### src/rtl/fifo_byte_packer.sv
// -----------------------------------------------------------------------------
// fifo_byte_packer
//
// Purpose:
//   Upstream feeder for a synchronous FIFO. Accepts a byte stream with a
//   valid/ready handshake and packs LANES bytes little-endian into one
//   DW-bit word (lane 0 = first byte, in the low bits). Each completed word
//   is issued to the FIFO as a registered, single-cycle push.
//   Back-pressure comes from the FIFO almost-full flag. The FIFO keeps enough
//   headroom to absorb the push -> wen -> count -> alFull loop delay.
//
// Handshake:
//   A byte transfers on a rising edge where in_vld && in_rdy. in_rdy is purely
//   combinational (!fifo_alFull) and does not depend on in_vld. While in_rdy
//   is low, no byte is taken, and the lane index and accumulator hold.
//
// Optional feature (macro PACKER_PAD_EN):
//   When defined, an accepted byte with in_last=1 also completes the word.
//   Lanes that were not written carry PAD. When undefined, in_last is ignored.
//
// Ports:
//   clk          in   1      clock, rising edge
//   rst          in   1      asynchronous reset, active-high
//   in_vld       in   1      input byte valid
//   in_data      in   BW     input byte
//   in_last      in   1      last byte of packet (PACKER_PAD_EN only)
//   in_rdy       out  1      packer accepts a byte this cycle
//   fifo_alFull  in   1      FIFO almost-full
//   fifo_full    in   1      FIFO full (overflow detection only)
//   push         out  1      FIFO push, registered 1-cycle pulse per word
//   push_data    out  DW     FIFO write data, valid when push=1
//   pending      out  1      a partial word is held (lane index != 0)
//   ovf          out  1      sticky: a push was issued while fifo_full=1
// -----------------------------------------------------------------------------
module fifo_byte_packer #(
    parameter int            BW    = 8,
    parameter int            LANES = 3,
    parameter logic [BW-1:0] PAD   = '0
) (
    input  logic                  clk,
    input  logic                  rst,
    input  logic                  in_vld,
    input  logic [BW-1:0]         in_data,
    input  logic                  in_last,
    output logic                  in_rdy,
    input  logic                  fifo_alFull,
    input  logic                  fifo_full,
    output logic                  push,
    output logic [BW*LANES-1:0]   push_data,
    output logic                  pending,
    output logic                  ovf
);

    localparam int DW = BW * LANES;
    // Keep the index at least one bit wide so that LANES=1 still elaborates.
    localparam int IW = (LANES > 1) ? $clog2(LANES) : 1;
    localparam logic [IW-1:0] LAST_IDX = IW'(LANES - 1);
    localparam logic [DW-1:0] PAD_WORD = {LANES{PAD}};

    // The lane index is the packer state: 0 = EMPTY, 1..LANES-1 = FILLING.
    logic [IW-1:0] idx_q, idx_d;
    logic [DW-1:0] acc_q, acc_d;
    logic          push_q, push_d;
    logic [DW-1:0] push_data_q, push_data_d;
    logic          ovf_q, ovf_d;

    logic          accept;
    logic          last_hit;
    logic          word_done;
    logic [DW-1:0] merged;

`ifdef PACKER_PAD_EN
    assign last_hit = in_last;
`else
    // in_last has no effect in this build.
    logic unused_in_last;
    assign unused_in_last = in_last;
    assign last_hit       = 1'b0;
`endif

    assign in_rdy    = !fifo_alFull;
    assign push      = push_q;
    assign push_data = push_data_q;
    assign pending   = (idx_q != '0);
    assign ovf       = ovf_q;

    always_comb begin
        accept = in_vld && in_rdy;

        // The accumulator with the incoming byte placed in the current lane.
        merged = acc_q;
        for (int i = 0; i < LANES; i++) begin
            if (idx_q == IW'(i)) begin
                merged[i*BW +: BW] = in_data;
            end
        end

        word_done = accept && ((idx_q == LAST_IDX) || last_hit);

        idx_d       = idx_q;
        acc_d       = acc_q;
        push_d      = 1'b0;
        push_data_d = push_data_q;

        if (word_done) begin
            // Issue the finished word. Refill the accumulator with PAD
            // so that an early in_last sends PAD in the unwritten lanes.
            push_d      = 1'b1;
            push_data_d = merged;
            acc_d       = PAD_WORD;
            idx_d       = '0;
        end else if (accept) begin
            acc_d = merged;
            idx_d = idx_q + 1'b1;
        end

        // Overflow is flagged on the edge that issues a push into a full FIFO.
        ovf_d = ovf_q || (push_d && fifo_full);
    end

    always_ff @(posedge clk or posedge rst) begin
        if (rst) begin
            idx_q       <= '0;
            acc_q       <= PAD_WORD;
            push_q      <= 1'b0;
            push_data_q <= '0;
            ovf_q       <= 1'b0;
        end else begin
            idx_q       <= idx_d;
            acc_q       <= acc_d;
            push_q      <= push_d;
            push_data_q <= push_data_d;
            ovf_q       <= ovf_d;
        end
    end

endmodule

### config.mk
export PLATFORM = sky130hd
export DESIGN_NAME = fifo_byte_packer
export DESIGN_NICKNAME = d
export VERILOG_FILES = /design/src/rtl/fifo_byte_packer.sv
export SDC_FILE = /design/constraint.sdc
export NUM_CORES = 1
export LEC_CHECK = 0
export CELL_PAD_IN_SITES_DETAIL_PLACEMENT = 0
export CELL_PAD_IN_SITES_GLOBAL_PLACEMENT = 1
export CORE_AREA = 2 2 88 90
export DETAILED_ROUTE_END_ITERATION = 6
export DIE_AREA = 0 0 90 92
export PLACE_DENSITY = 0.58
export SETUP_SLACK_MARGIN = 0.05
export SLEW_MARGIN = 20
export SYNTH_ARGS = -nofsm -noshare
export SYNTH_HDL_FRONTEND = slang
export SYNTH_SLANG_ARGS = --single-unit
### constraint.sdc
create_clock -name clk -period 4.2 [get_ports clk]
set_input_delay 0.63 -clock clk [delete_from_list [all_inputs] [get_ports clk]]
set_output_delay 0.63 -clock clk [all_outputs]
set_load 0.005 [all_outputs]
# Word level (Yosys, flattened, before mapping)
# Index checks and enable logic that the tools add are counted.
# Widths: inputs -> output; s select.
[totals]
regBits = 52
in_bits = 14
out_inout_bits = 28
[op_classes]
add_sub_neg = 1
eq_ne = 2
muxes = 8
reduce_logical = 8
[op_table]
columns = ["cell", "count"]
rows = [
  ["$mux 24", 2],
  ["$mux 8", 3],
  ["$mux 2", 2],
  ["$reduce_bool 2->1", 2],
  ["$logic_and 1x1->1", 3],
  ["$add 2x1->2 const B", 1],
  ["$eq 2x1->1 const B", 1],
  ["$eq 2x2->1 const B", 1],
  ["$logic_not 2->1", 1],
  ["$logic_not 1->1", 1],
  ["$logic_or 1x1->1", 1],
  ["$mux 1", 1],
]

# Logic depth before layout (Yosys ltp)
# Gate-level depths: netlist of the first run.
[depth]
ltp_word = 6
depth_mapped = 5

# Worst setup path after synthesis of the first run
# Ideal clock, no wire load.
[synth_timing]
path_type = "input-to-reg"
startpoint = "in fifo_alFull"
endpoint = "reg push_data_q[16], in the netlist push_data[16]"
setup_ns = 0.125
t_arrival_ns = 1.603
required_ns = 4.075
setup_slack_ns = 2.472
path_stages = 4
cell_sequence = "nand2b_4 > nor3b_4 > buf_6 > mux2_2"
[synth_via]
elab_chain_cells = 3
[synth_rtl]
columns = ["element", "line_no", "text"]
rows = [
  ["from (decl)", "46", "input logic fifo_alFull,"],
  ["$logic_not 1->1", "81", "assign in_rdy = !fifo_alFull;"],
  ["$logic_and 1x1->1", "88", "accept = in_vld && in_rdy;"],
  ["$logic_and 1x1->1", "98", "word_done = accept && ((idx_q == LAST_IDX) || last_hit);"],
  ["to (signal assigned)", "132", "push_data_q <= push_data_d;"],
  ["to (decl)", "64", "logic [DW-1:0] push_data_q, push_data_d;"],
]
# No other way between the ends.
# A chain may end at the register's enable or synchronous reset.

# Worst setup path after layout of the first run
[layout_timing]
startpoint = "reg idx_q[1]"
endpoint = "out pending"
[layout_via]
elab_chain_cells = 1
[layout_rtl]
columns = ["element", "line_no", "text"]
rows = [
  ["from (decl)", "61", "logic [IW-1:0] idx_q, idx_d;"],
  ["from (signal assigned)", "129", "idx_q <= idx_d;"],
  ["$reduce_bool 2->1", "84", "assign pending = (idx_q != '0);"],
  ["to (decl)", "50", "output logic pending,"],
]
# No other way between the ends.

==> results of run 1 <==
-- sequential cells by signal (all words and copies together) (netlist names) --
name and cells:
ovf 1, push 1, push_data 24, acc_q 16, idx_q 2
-- area by class of cell --
class / instances / area (µm²)
tap: 102 / 128
timing repair buffer: 41 / 408
multi-input combinational: 83 / 614
clock buffer: 5 / 68.8
clock inverter: 3 / 18.8
inverter: 3 / 11.3
sequential: 44 / 1100
fill: 793 / 5100
-- through the flow --
stage	hold slack, ns	setup WS [ns]	std cells
floorplan	0.443	2.47	139
global placement	0.443	1.69	273
detailed placement	0.455	1.69	273
CTS	0.479	1.83	281
global route	0.519	1.76	281
finish	0.474	1.86	281
-- final timing paths --
path	from	endpoint	slack, ns
max in group asynchronous	rst	acc_q[2]	2.78
worst max register to register	idx_q[1]	push_data[4]	2.29
worst max-delay path	idx_q[1]	pending	1.86
worst min-delay path	ovf	ovf	0.47
min in group asynchronous	rst	push_data[18]	0.85
worst min register to register	ovf	ovf	0.47
-- per-layer routing --
metal / part of all wire / wire, µm / up-vias / GRT usage
met4: 0.0066 / 23 / 0 / 0.0346
met1: 0.51 / 1760 / 553 / 0.138
li1: - / - / 555 / -
met5: 0 / 0 / - / 0
met3: 0.056 / 194 / 2 / 0.0337
met2: 0.43 / 1500 / 27 / 0.125
-- synthesized netlist by cell type --
master / number / area share
a21o_1: 1 / 0.0042
dfrtp_1: 44 / 0.62
a22o_1: 8 / 0.039
o21ai_0: 18 / 0.050
inv_1: 3 / 0.0063
nand2b_1: 8 / 0.028
or3b_1: 1 / 0.0049
mux2_2: 24 / 0.15
buf_2: 1 / 0.0028
or2_2: 2 / 0.0070
nand3_1: 1 / 0.0028
nor3b_4: 1 / 0.011
clkbuf_1: 5 / 0.011
buf_6: 3 / 0.019
nand2_1: 18 / 0.038
nand2b_4: 1 / 0.0077
-- worst max-delay path, delay by kind of cell (launching register included) --
family	cells	cell delay [ns]
AND/OR/NAND/NOR	1	0.38
buffers and inverters	1	0.45
flip-flops	1	0.59
-- cells by family (layout without fill, tap and decap cells) --
kind of cell           count (synthesis)  after routing  share of synthesized area
AO/OA/AOI/OAI                         27             27                     0.0940
multiplexers                          24             24                      0.151
flip-flops                            44             44                      0.617
buffers and inverters                 12             52                     0.0386
AND/OR/NAND/NOR                       32             32                     0.0989
-- power by group --
part | leakage, nW | switching (mW) | internal, mW | total, mW
clock | 0.0479 | 0.145 | 0.116 | 0.261
combinational | 0.411 | 0.153 | 0.357 | 0.510
sequential | 0.556 | 0.126 | 0.608 | 0.734
total | 1.02 | 0.424 | 1.08 | 1.50
==> out/qor.txt, run 1 <==
status - completed
Finished Cell Area - 2350 µm²
PwrDens - 640 nW/µm²
Synth Area per Inst - 12.8 µm²
core outline area - 7450 µm²
postcts setup bufs - 0
initial antenna violation count - 0
Final min period - 2.34 ns
DIE WIDTH - 90 µm
CP Class - flop to output pin
final period utilization - 0.558
Final setup viols - 0
Top Ports - 42
post-synthesis register bit count - 44
Crit-path slowest cell - dfrtp_1
Total Routing Usage GR - 0.0938
Max Clk Rate - 0.427 GHz
Max Slew Vio Count - 0
Pre-Repair DR Iteration Count - 4
P_leak - 1.02 nW
Via-to-Cell Ratio - 4.05
peak supply drop - 0.214 mV
Max-slew headroom - 0.394
hpwl dp - 2340 µm
Routed WL - 3480 µm
DRC viols - 0
post-layout util - 0.316
cts repair resizes - 0
first-pass GRT wire length - 6200 µm
Chip Height - 92 µm
CTS max path bufs - 2
vias in the first global route - 1,193
crit path cell chain - or2_2 > clkdlybuf4s50_1
CP max stage delay - 0.59 ns
Initial Util - 0.240
worst-path maximum fanout - 20
placed cell area - 2260 µm²
CTS tree - yes
commonest non-fill, non-tap cell in the layout - dfrtp_1
Hold Crit Class - flop to flop
P&R area growth vs syn - 31.7%
TritonCTS Buffers - 5
CP required - 3.57 ns
Netlist cell types - 16
most frequent cells in the layout - 44 x dfrtp_1, 40 x clkdlybuf4s50_1, 24 x mux2_2
Setup Skew - 0.00530 ns
vias - 1,137
MaxCap Viol Count - 0
hold_buf cts - 0
CP arrival - 1.71 ns
Synthesis Warnings - 0
clk sinks - 44
Post-Syn Area - 1780 µm²
nets@finish - 192
Clock transition at path regs - 0.09 ns
share of cells above drive strength 1 - 0.212
endpoints failing hold - 0
Worst Tran Pin Value - 0.907 ns
Worst Setup End Kind - output pin
Synth Net Count - 153
hold path depth - 1
diode count - 0
port buffer count - 40
CTS Root Cell - clkbuf_8
path depth of the worst reg2reg path - 3
Power, Total - 1.50 mW
RePlAce Congestion - 0.657
CP startpoint kind - flop
largest net degree at the start of global routing - 45
RSZ-0062 raised after global routing - no
GRT overflow - 0
worst-skew pair later-pin latency - 0.29 ns
initial drt markers - 69
post-synthesis cell count - 139
sequential share of the synthesized area - 0.617
die area - 8280 µm²
Post-DRT Antenna Nets - 0
# H-tree levels - 2
Final TNS setup - 0 ns
Wirelength per Cell - 12.4 µm
floorplan row count - 32
Power figures use the tool's default switching activity.
==> run 2: changes to the inputs <==
Clock period 4.2 ns to 2.2 ns, I/O delays scaled along.
==> run 2 against run 1 <==
Compared with the run above: global-route usage fell by 0.25 points; non-clock buffer count rose by 4; critical path depth stayed put; final area is 0.85% higher; die area did not move; first-iteration DRC count is 36% lower; largest power group unchanged; highest routed layer unchanged.
==> out/qor.txt, run 2 (synthesized netlist as in run 1, its figures left out) <==
floorplan row count - 32
CP arrival - 1.61 ns
Final TNS setup - 0 ns
worst setup margin - 0.255 ns
peak supply drop - 0.353 mV
placed cell area - 2290 µm²
Worst Setup End Kind - output pin
postcts setup bufs - 0
most frequent cells in the layout - 44 x dfrtp_1, 40 x clkdlybuf4s50_1, 24 x mux2_2
DRC viols - 0
Post-DRT Antenna Nets - 0
MaxCap Viol Count - 0
fill cell count - 797
Via-to-Cell Ratio - 4.02
Clock transition at path regs - 0.08 ns
Worst Tran Pin Value - 0.550 ns
largest net degree at the start of global routing - 45
vias - 1,141
CTS tree - yes
worst-path maximum fanout - 13
Max-slew headroom - 0.633
die area - 8280 µm²
post-layout util - 0.318
DP Worst Slack - 0.190 ns
nets@finish - 196
first-pass GRT wire length - 5980 µm
diode count - 0
P_leak - 1.03 nW
# H-tree levels - 2
final period utilization - 0.884
initial antenna violation count - 0
Power, Total - 2.88 mW
Max Slew Vio Count - 0
cts repair resizes - 0
hpwl dp - 2440 µm
PwrDens - 1220 nW/µm²
TritonCTS Buffers - 5
share of cells above drive strength 1 - 0.220
Wirelength per Cell - 12.5 µm
DIE WIDTH - 90 µm
P&R area growth vs syn - 32.8%
CTS max path bufs - 2
port buffer count - 40
CP startpoint kind - flop
core outline area - 7450 µm²
hold_buf cts - 0
CP required - 1.87 ns
Routed WL - 3560 µm
Setup Skew - 0.00368 ns
register area - 1100 µm²
max reg flops - 24
Pre-Repair DR Iteration Count - 4
GRT overflow - 0
Top Ports - 42
commonest non-fill, non-tap cell in the layout - dfrtp_1
status - completed
RSZ-0062 raised after global routing - no
RePlAce Congestion - 0.665
Finished Cell Area - 2370 µm²
reg2reg setup slack - 0.61 ns
vias in the first global route - 1,153
Final setup viols - 0
worst-skew pair later-pin latency - 0.29 ns
Max Clk Rate - 0.514 GHz
initial drt markers - 44
Initial Util - 0.240
area of the multi-input gates - 614 µm²
Final min period - 1.94 ns
Chip Height - 92 µm
Hold Crit Class - flop to flop
clk sinks - 44
CP Class - flop to output pin
CTS Root Cell - clkbuf_8
Total Routing Usage GR - 0.0914
endpoints failing hold - 0
run 2: area by class of cell:
cell class | instances | area share
clock buffers | 6 | 0.0306
clock inverters | 1 | 0.00211
inverters | 3 | 0.00475
multi-input cells | 83 | 0.259
flip-flops and latches | 44 | 0.465
well taps | 102 | 0.0539
repair buffers | 45 | 0.185
run 2: final timing paths:
path | end | cells past startpoint | startpoint
max reg2reg | push_data[12] | 3 | idx_q[1]
max in group asynchronous | push_data[5] | 3 | rst
min | ovf | 1 | ovf
max | pending | 2 | idx_q[1]
min reg2reg | ovf | 1 | ovf
min in group asynchronous | push_data[18] | 3 | rst
run 2: critical path: stages (launching register included):
cell	delay [ns]
dfrtp_1	0.52
or2_2	0.35
clkdlybuf4s50_1	0.46
run 2: metrics by stage:
step	hold slack (ns)	instances
after detailed placement	0.447	277
final	0.465	284
after floorplan	0.443	139
after CTS	0.466	284
after global routing	0.486	284
after global placement	0.443	277
run 2: metal layers:
layer	up-vias	track usage	share of wire
met5	-	0	0
met4	0	0.0423	0.016
met3	5	0.0304	0.045
met2	30	0.117	0.41
met1	544	0.136	0.53
li1	562	-	-
run 2: power by group:
group | leakage (nW) | switching [mW] | internal (mW) | total [mW]
registers | 0.556 | 0.218 | 1.16 | 1.38
logic | 0.432 | 0.322 | 0.699 | 1.02
clock network | 0.0410 | 0.264 | 0.216 | 0.481
total | 1.03 | 0.805 | 2.08 | 2.88
==> run 3: changes to the inputs <==
Settings changed: HOLD_SLACK_MARGIN from default to 0.05, PLACE_DENSITY 0.58 to 0.6.
Clock period 2.2 ns to 1.75 ns, I/O delays scaled along.
==> run 3 against run 2 <==
Compared with the run above: sequential share of layout area down 1.3 points; total power up 28%; non-clock buffer count up 4; critical path depth unchanged; sequential power up 24%; critical endpoint unchanged; highest routed layer unchanged.
==> out/qor.txt, run 3 (synthesized netlist as in run 1, its figures left out) <==
GRT overflow - 0
max reg flops - 24
path depth of the worst reg2reg path - 4
Worst Tran Pin Value - 0.373 ns
Max-slew headroom - 0.750
worst-skew pair later-pin latency - 0.29 ns
Pre-Repair DR Iteration Count - 4
commonest non-fill, non-tap cell in the layout - dfrtp_1
final period utilization - 0.881
status - completed
Min Hold Slack - 0.300 ns
Setup Skew - 0.00745 ns
hpwl dp - 2460 µm
Cells after DPL - 280
Switching Power - 1.02 mW
CP startpoint kind - flop
CP required - 1.49 ns
worst setup margin - 0.209 ns
Power, Total - 3.69 mW
Switching Fraction - 0.277
placed cell area - 2340 µm²
logic gate share of total power - 0.361
Final min period - 1.54 ns
Top Ports - 42
PwrDens - 1510 nW/µm²
internal power - 2.67 mW
DIE WIDTH - 90 µm
vias in the first global route - 1,265
Wirelength per Cell - 12.7 µm
core outline area - 7450 µm²
nets@finish - 200
clk sinks - 44
share of cells above drive strength 1 - 0.251
# H-tree levels - 2
port buffer count - 40
clock power share - 0.176
initial antenna violation count - 0
Clock transition at path regs - 0.08 ns
MaxCap Viol Count - 0
reg2reg setup slack - 0.27 ns
vias - 1,159
P&R area growth vs syn - 36.9%
RePlAce Congestion - 0.711
Chip Height - 92 µm
R2R Path Start - idx_q[0]
CTS Root Cell - clkbuf_8
CP arrival - 1.28 ns
Initial Util - 0.240
post-layout util - 0.328
DRC viols - 0
part of the power in registers - 0.463
CTS max path bufs - 2
Max Clk Rate - 0.649 GHz
Max Slew Vio Count - 0
Routed WL - 3670 µm
CTS tree - yes
Hold Crit Class - input pin to async pin
peak supply drop - 0.447 mV
initial drt markers - 53
Total Routing Usage GR - 0.0969
largest net degree at the start of global routing - 45
worst-path maximum fanout - 2
Via-to-Cell Ratio - 4.01
CP Class - flop to output pin
diode count - 0
first-pass GRT wire length - 6480 µm
Layout Cells excl Fill - 289
floorplan row count - 32
worst reg2reg path endpoint - push_data[15]
TritonCTS Buffers - 5
DP Worst Slack - -0.0970 ns
Worst Setup End Kind - output pin
most frequent cells in the layout - 43 x dfrtp_1, 38 x clkdlybuf4s50_1, 24 x mux2_2
P_leak - 1.07 nW
RSZ-0062 raised after global routing - no
endpoints failing hold - 0
Post-DRT Antenna Nets - 0
Final setup viols - 0
die area - 8280 µm²
Final TNS setup - 0 ns
Finished Cell Area - 2440 µm²
-- run 3: routing by layer --
| metal | global-route usage | vias to the layer above | share of wire |
|---|---|---|---|
| li1 | - | 567 | - |
| met1 | 0.146 | 560 | 0.53 |
| met2 | 0.134 | 26 | 0.43 |
| met3 | 0.0263 | 6 | 0.034 |
| met4 | 0.0308 | 0 | 0.012 |
| met5 | 0 | - | 0 |
-- run 3: final cells by class --
| cell class | count | area, µm² |
|---|---|---|
| fill | 793 | 5000 |
| timing repair buffer | 49 | 494 |
| clock buffer | 6 | 82.6 |
| tap | 102 | 128 |
| sequential | 44 | 1100 |
| inverter | 3 | 11.3 |
| clock inverter | 2 | 10.0 |
| multi-input combinational | 83 | 614 |
-- run 3: repair_timing --
item	CTS	global route
resized for setup	2	1
endpoints found under the setup margin	1	1
hold buffers	0	0
setup buffers	1	0
-- run 3: worst max-delay path: stages, from the launching register on --
cell and delay, ns:
dfrtp_2 0.41, or2_2 0.32, dlygate4sd2_1 0.27
-- run 3: power groups by stage --
stage	combinational (mW)	clock, mW	sequential (mW)
final	1.33	0.649	1.71
after global routing	1.48	0.723	1.78
after CTS	1.36	0.678	1.72
after detailed placement	1.34	0	1.75
after global placement	1.32	0	1.74
after floorplan	0.591	0	1.71
-- run 3: worst max-delay path by stage --
stage	slack, ns	to	cells after the start	from
2_1_floorplan	0.39	push_data[16]	3	idx_q[0]
3_3_place_gp	-0.09	push_data[12]	5	in_vld
3_5_place_dp	-0.1	push_data[16]	5	in_vld
4_1_cts	0.06	in_rdy	4	fifo_alFull
5_1_grt	0.15	pending	2	idx_q[0]
6_report	0.21	pending	2	idx_q[0]
